### config.mk
export PLATFORM = sky130hd
export DESIGN_NAME = laser_point_feeder
export DESIGN_NICKNAME = d
export VERILOG_FILES = /design/src/rtl/laser_point_feeder_pkg.sv /design/src/rtl/laser_cover_check.sv /design/src/rtl/laser_point_feeder.sv
export SDC_FILE = /design/constraint.sdc
export NUM_CORES = 1
export LEC_CHECK = 0
export BUFFER_PORTS_ARGS = -buffer_cell sky130_fd_sc_hd__buf_2
export CAP_MARGIN = 20
export CORE_UTILIZATION = 62
export CTS_CLUSTER_SIZE = 12
export DETAILED_ROUTE_END_ITERATION = 10
export GPL_ROUTABILITY_DRIVEN = 0
export PLACE_DENSITY = 0.88
export SETUP_SLACK_MARGIN = 0.4
export SYNTH_ARGS = -nofsm -noshare
export SYNTH_HDL_FRONTEND = slang
export SYNTH_SLANG_ARGS = --single-unit
### constraint.sdc
create_clock -name CLK -period 9.2 [get_ports CLK]
set_clock_uncertainty 0.15 [all_clocks]
set_input_delay 1.84 -clock CLK [delete_from_list [all_inputs] [get_ports CLK]]
set_output_delay 1.84 -clock CLK [all_outputs]
set_load 0.005 [all_outputs]
### src/rtl/laser_point_feeder_pkg.sv
// laser_pkg: shared types and defaults for the LASER point feeder.
//   state_t  - feeder FSM states
//   point_t  - one (x,y) frame point as stored in frame RAM
//   *_DEF    - default values for the top-level parameters
package laser_pkg;

    localparam int COORD_W         = 4;
    localparam int NUM_POINTS_DEF  = 40;
    localparam int RADIUS_SQ_DEF   = 16;
    localparam int TIMEOUT_CYC_DEF = 4096;
    localparam int COVER_W_DEF     = $clog2(NUM_POINTS_DEF + 1);

    typedef enum logic [2:0] {
        IDLE   = 3'd0,
        SEND   = 3'd1,
        WAIT   = 3'd2,
        SCORE  = 3'd3,
        REPORT = 3'd4
    } state_t;

    typedef struct packed {
        logic [COORD_W-1:0] x;
        logic [COORD_W-1:0] y;
    } point_t;

endpackage

### src/rtl/laser_cover_check.sv
// laser_cover_check: combinational "is point inside circle" test.
//   px, py   in  point coordinates
//   cx, cy   in  circle centre
//   covered  out 1 when dx*dx + dy*dy <= RADIUS_SQ
module laser_cover_check
    import laser_pkg::*;
#(
    parameter int RADIUS_SQ = RADIUS_SQ_DEF
) (
    input  logic [COORD_W-1:0] px,
    input  logic [COORD_W-1:0] py,
    input  logic [COORD_W-1:0] cx,
    input  logic [COORD_W-1:0] cy,
    output logic               covered
);

    localparam int SQ_W = 2 * COORD_W;

    logic [COORD_W:0]   dx, dy;     // signed difference, one extra bit
    logic [COORD_W:0]   ndx, ndy;
    logic [COORD_W-1:0] adx, ady;   // magnitudes always fit COORD_W bits
    logic [SQ_W-1:0]    sqx, sqy;
    logic [SQ_W:0]      sum;

    assign dx  = {1'b0, px} - {1'b0, cx};
    assign dy  = {1'b0, py} - {1'b0, cy};
    assign ndx = -dx;
    assign ndy = -dy;
    assign adx = dx[COORD_W] ? ndx[COORD_W-1:0] : dx[COORD_W-1:0];
    assign ady = dy[COORD_W] ? ndy[COORD_W-1:0] : dy[COORD_W-1:0];

    assign sqx = {{COORD_W{1'b0}}, adx} * {{COORD_W{1'b0}}, adx};
    assign sqy = {{COORD_W{1'b0}}, ady} * {{COORD_W{1'b0}}, ady};
    assign sum = {1'b0, sqx} + {1'b0, sqy};

    assign covered = (sum <= (SQ_W+1)'(RADIUS_SQ));

endmodule

### src/rtl/laser_point_feeder.sv
// laser_point_feeder: host-side transmitter for the LASER point-cover engine.
// Holds one frame in RAM, streams it on X/Y, waits for DONE, captures the two
// circle centres, re-scores them against the frame and reports the count.
//   CLK, RST                 clock, synchronous active-high reset
//   wr_en/wr_addr/wr_x/wr_y  frame RAM write port (IDLE only)
//   start                    send-frame pulse (IDLE only)
//   X, Y                     point stream to engine (0 outside SEND)
//   C1X,C1Y,C2X,C2Y, DONE    engine result and its valid pulse
//   busy                     SEND/WAIT/SCORE
//   result_valid             one-cycle pulse in REPORT
//   res_c1x..res_c2y         captured centres, res_cover covered-point count
//   timeout                  DONE watchdog fired for this frame
// Optional build macro LASER_FEEDER_TIMEOUT_EN adds the WAIT watchdog
// (TIMEOUT_CYC cycles); without it WAIT is unbounded and timeout is 0.
module laser_point_feeder
    import laser_pkg::*;
#(
    parameter int NUM_POINTS  = NUM_POINTS_DEF,
    parameter int RADIUS_SQ   = RADIUS_SQ_DEF,
    parameter int TIMEOUT_CYC = TIMEOUT_CYC_DEF,
    parameter int ADDR_W      = $clog2(NUM_POINTS),
    parameter int COVER_W     = $clog2(NUM_POINTS + 1)
) (
    input  logic               CLK,
    input  logic               RST,
    input  logic               wr_en,
    input  logic [ADDR_W-1:0]  wr_addr,
    input  logic [COORD_W-1:0] wr_x,
    input  logic [COORD_W-1:0] wr_y,
    input  logic               start,
    output logic [COORD_W-1:0] X,
    output logic [COORD_W-1:0] Y,
    input  logic [COORD_W-1:0] C1X,
    input  logic [COORD_W-1:0] C1Y,
    input  logic [COORD_W-1:0] C2X,
    input  logic [COORD_W-1:0] C2Y,
    input  logic               DONE,
    output logic               busy,
    output logic               result_valid,
    output logic [COORD_W-1:0] res_c1x,
    output logic [COORD_W-1:0] res_c1y,
    output logic [COORD_W-1:0] res_c2x,
    output logic [COORD_W-1:0] res_c2y,
    output logic [COVER_W-1:0] res_cover,
    output logic               timeout
);

    localparam logic [ADDR_W:0]   NP_EXT   = (ADDR_W+1)'(NUM_POINTS);
    localparam logic [ADDR_W-1:0] LAST_IDX = ADDR_W'(NUM_POINTS - 1);

    state_t             state, state_nx;
    logic [ADDR_W-1:0]  idx;
    logic               idx_last;
    logic [COVER_W-1:0] cnt;
    point_t             ram [NUM_POINTS];
    point_t             pt;
    logic               cov1, cov2, hit;
    logic               wait_expire;

    assign idx_last = (idx == LAST_IDX);
    assign pt       = ram[idx];

    // Frame RAM: not reset; writable only in IDLE. A write in the same cycle
    // as start lands before SEND reads it, so the new value is sent.
    always_ff @(posedge CLK) begin
        if (state == IDLE && wr_en && ({1'b0, wr_addr} < NP_EXT))
            ram[wr_addr] <= '{x: wr_x, y: wr_y};
    end

`ifdef LASER_FEEDER_TIMEOUT_EN
    localparam int WCNT_W = $clog2(TIMEOUT_CYC + 1);
    logic [WCNT_W-1:0] wait_cnt;
    logic              timeout_q;

    // Counts cycles spent in WAIT; 0 on the first WAIT cycle.
    always_ff @(posedge CLK) begin
        if (RST || state != WAIT) wait_cnt <= '0;
        else                      wait_cnt <= wait_cnt + 1'b1;
    end

    assign wait_expire = (wait_cnt == WCNT_W'(TIMEOUT_CYC - 1));
    assign timeout     = timeout_q;
`else
    assign wait_expire = 1'b0;
    assign timeout     = 1'b0;
`endif

    // State register
    always_ff @(posedge CLK) begin
        if (RST) state <= IDLE;
        else     state <= state_nx;
    end

    // Next-state logic
    always_comb begin
        state_nx = state;
        case (state)
            IDLE:    if (start)       state_nx = SEND;
            SEND:    if (idx_last)    state_nx = WAIT;
            WAIT:    if (DONE)        state_nx = SCORE;
                     else if (wait_expire) state_nx = REPORT;
            SCORE:   if (idx_last)    state_nx = REPORT;
            REPORT:                   state_nx = IDLE;
            default:                  state_nx = IDLE;
        endcase
    end

    // Outputs decoded from state
    always_comb begin
        X            = '0;
        Y            = '0;
        busy         = 1'b0;
        result_valid = 1'b0;
        case (state)
            SEND: begin
                X    = pt.x;
                Y    = pt.y;
                busy = 1'b1;
            end
            WAIT, SCORE: busy = 1'b1;
            REPORT:      result_valid = 1'b1;
            default: ;
        endcase
    end

    laser_cover_check #(.RADIUS_SQ(RADIUS_SQ)) u_cov1 (
        .px(pt.x), .py(pt.y), .cx(res_c1x), .cy(res_c1y), .covered(cov1)
    );
    laser_cover_check #(.RADIUS_SQ(RADIUS_SQ)) u_cov2 (
        .px(pt.x), .py(pt.y), .cx(res_c2x), .cy(res_c2y), .covered(cov2)
    );

    // A point inside both circles counts once.
    assign hit = cov1 | cov2;

    // Index, running count and captured results
    always_ff @(posedge CLK) begin
        if (RST) begin
            idx       <= '0;
            cnt       <= '0;
            res_c1x   <= '0;
            res_c1y   <= '0;
            res_c2x   <= '0;
            res_c2y   <= '0;
            res_cover <= '0;
`ifdef LASER_FEEDER_TIMEOUT_EN
            timeout_q <= 1'b0;
`endif
        end else begin
            case (state)
                IDLE: begin
                    idx <= '0;
`ifdef LASER_FEEDER_TIMEOUT_EN
                    if (start) timeout_q <= 1'b0;
`endif
                end
                SEND: idx <= idx_last ? '0 : idx + 1'b1;
                WAIT: begin
                    idx <= '0;
                    cnt <= '0;   // count starts clean on SCORE entry
                    if (DONE) begin
                        res_c1x <= C1X;
                        res_c1y <= C1Y;
                        res_c2x <= C2X;
                        res_c2y <= C2Y;
                    end
`ifdef LASER_FEEDER_TIMEOUT_EN
                    else if (wait_expire) begin
                        res_c1x   <= '0;
                        res_c1y   <= '0;
                        res_c2x   <= '0;
                        res_c2y   <= '0;
                        res_cover <= '0;
                        timeout_q <= 1'b1;
                    end
`endif
                end
                SCORE: begin
                    idx <= idx_last ? '0 : idx + 1'b1;
                    cnt <= cnt + COVER_W'(hit);
                    if (idx_last) res_cover <= cnt + COVER_W'(hit);
                end
                default: ;
            endcase
        end
    end

endmodule

==> metrics.cfg <==
[timing]
drv_slew = 0
slew_headroom = 0.4114
hold_slack_ns = 0.3170
fmax_mhz = 118.8
setup_viol = 0
final.min_clock_period_ns = 8.417
fin_ws_ns = 0.7828
hold_viol = 0
rsz0062_at_grt = false
finalSetupTns_ns = 0
period_share = 0.9149
worst_pin_slew_ns = 0.8810

[worst_hold_path]
min_to = cnt[0]
worstHoldStart = cnt[0]
hold_path_class = reg2reg
min_path_cells = 2

[clock_network]
clockRootBuffer = clkbuf_16
clk_path_buf_depth = 3
clock-sinks = 363
cts_made_buffers = 37
cts_tree = built
cts.clk_slew.worst_paths_ns = 0.06
hold_buffers = 0
clock_latency_ns = 0.54
htreeDepth = 2
postCtsSetupBuffers = 0

[pwr]
swShare = 0.2401
leakage_nw = 6.307
ir_worst_vdd_mv = 0.2198
power_frac_seq = 0.496
powerDensity_mw_per_mm2 = 198.4
p_sw_w = 0.0008722
p_int_w = 0.002761
combPwrFrac = 0.132
power.share.clock = 0.372
power_w = 0.003634

[worst_setup_path]
cpPeakStageDelay_ns = 0.59
cp-end-kind = flop
cp_max_fo = 31
worstPathArrival_ns = 8.66
slowest_stage = fa_1
r2r_setup_slack_ns = 0.78
rr_worst_depth = 31
crit_top_cell = fa_1
r2r-end = cnt[4]
worst-setup-path-type = reg2reg
start_kind = flop
worstPathRequired_ns = 9.44

[layout]
area_growth_pct = 10.08
fillers = 1617
drive_above_1_share = 0.1409
layout_common_cells = edfxtp_1 (320), mux2i_1 (136), nor2_1 (86)
mostFrequentLayoutCell = edfxtp_1
layoutNonFillerInstCount = 1570
diodes = 0
finalNetCount = 1334

[die]
rows = 59
dieArea_mm2 = 0.02750
die_h_um = 165.8
io_pins = 68
core_area_mm2 = 0.02621
die_w_um = 165.8
start_util = 0.6349

[logic_synthesis]
synth_area_mm2 = 0.01664
yosys_register_bits = 363
synth_area_leaders = edfxtp_1 (58%), mux2i_1 (8.2%), dfxtp_1 (5.2%)
synth.net_count = 1270
ys.flop_type = edfxtp_1
syn_avg_cell_area_um2 = 14.44
synthArstFlopShare = 0
syn_inst = 1152
yosys.cell_types.count = 56
yosysTopAreaCell = edfxtp_1
ys.warnings.count = 0
synth_top_area_frac = 0.5775
ys_seq_area_frac = 0.6292
synth_edf_count = 320

[run]
drv_cap = 0

[global_routing]
grt_pass1_wl_mm = 55.01
grt_pass1_vias = 9920
grt_max_degree = 59
grt.total_usage = 0.2625
grt_antenna_before_repair = 0
overflow = 0

[place]
dp_cells = 1511
place_worst_setup_slack_ns = 0.5896
dp_hpwl_mm = 23.38
port_buffers = 66

[route]
ant_nets = 0
firstDrtPassIters = 9
drc_errors = 12
wl_mm = 35.84
drt-initial-drc-count = 1010
dr_total_vias = 9874
via_per_inst = 6.289
post_drt_wl_per_cell_um = 22.83

[outcome]
violations = DRC
status = complete, but fails checks

## cell usage after synthesis, types with 5 or more instances
master	instances
or2_1	5
inv_1	57
nand2_1	57
mux2_2	11
mux4_2	16
clkbuf_1	24
a22oi_1	62
buf_6	14
nand3_1	8
nand2b_1	9
a21oi_1	67
nor2b_1	14
fa_1	26
nor3b_1	5
dfxtp_1	43
buf_2	5
mux2i_1	136
or4_4	5
a21o_1	11
xor2_1	12
o21ai_1	15
buf_4	9
nor3_1	10
edfxtp_1	320
ha_1	57
nor2_1	87
## critical path, delay by kind of cell (launching register included)
kind	cells	cell delay [ns]
XOR/XNOR	3	0.67
multiplexers	2	0.49
adder cells (fa/ha/maj)	8	2.90
AND/OR/NAND/NOR	4	0.91
flip-flops	1	0.55
buffers and inverters	5	0.54
AO/OA/AOI/OAI	9	2.04
## kinds of logic after synthesis
logic type                 synth area share
buffers and inverters               0.03512
other                             0.0002254
and+or+nand+nor                     0.06392
AOI/OAI and AO/OA                   0.07234
adders and majority gates           0.07414
xor gates and xnor gates            0.01414
muxes                                0.1109
DFF                                  0.6292
## stage by stage
stage / util / area, um2
6_report: 0.6989 / 18320
5_1_grt: 0.6989 / 18320
4_1_cts: 0.6968 / 18260
3_5_place_dp: 0.6562 / 17200
3_3_place_gp: 0.6562 / 17200
2_1_floorplan: - / 16640
## routing by layer
metal	wire length [um]	track usage
met1	13460	0.3353
met5	0	0
met4	1180	0.09305
met3	3303	0.05005
met2	17900	0.4512
## worst max-delay path by stage
stage | startpoint | end | slack, ns | depth (start not counted)
6_report | flop | cnt[4] | 0.78 | 31
5_1_grt | flop | cnt[4] | 0.38 | 32
4_1_cts | flop | cnt[4] | 0.49 | 30
3_5_place_dp | flop | cnt[4] | 0.59 | 30
3_3_place_gp | flop | cnt[4] | 0.97 | 30
2_1_floorplan | flop | cnt[4] | 1.83 | 34
## power by group through the flow
stage	clock (W)	sequential, W	combinational [W]
2_1_floorplan	0	0.00183	0.000342
3_3_place_gp	0	0.00184	0.000443
3_5_place_dp	0	0.00184	0.000468
4_1_cts	0.00136	0.00180	0.000471
5_1_grt	0.00142	0.00180	0.000544
6_report	0.00135	0.00180	0.000480
## cell type report
| type | instances | area [um2] | share of cell area |
|---|---|---|---|
| Sequential cell | 363 | 10470 | 0.5718 |
| Inverter | 59 | 221.5 | 0.01209 |
| Tap cell | 335 | 419.2 | 0.02288 |
| Clock inverter | 7 | 62.56 | 0.003416 |
| Multi-Input combinational cell | 675 | 5613 | 0.3064 |
| Timing Repair Buffer | 80 | 526.8 | 0.02876 |
| Clock buffer | 51 | 999.7 | 0.05458 |
## what timing repair did
item                                    4_1_cts  5_1_grt
resized for setup                             0        6
hold endpoints to repair                      0        0
endpoints found under the setup margin        0       10
## registers in the layout, summed over array words and instances, names as in the netlist, named ones only
name / count
state: 3
res_c1y: 4
cnt: 6
res_cover: 6
res_c2y: 4
res_c1x: 4
idx: 6
res_c2x: 4
ram: 320
Power figures use the tool's default switching activity.
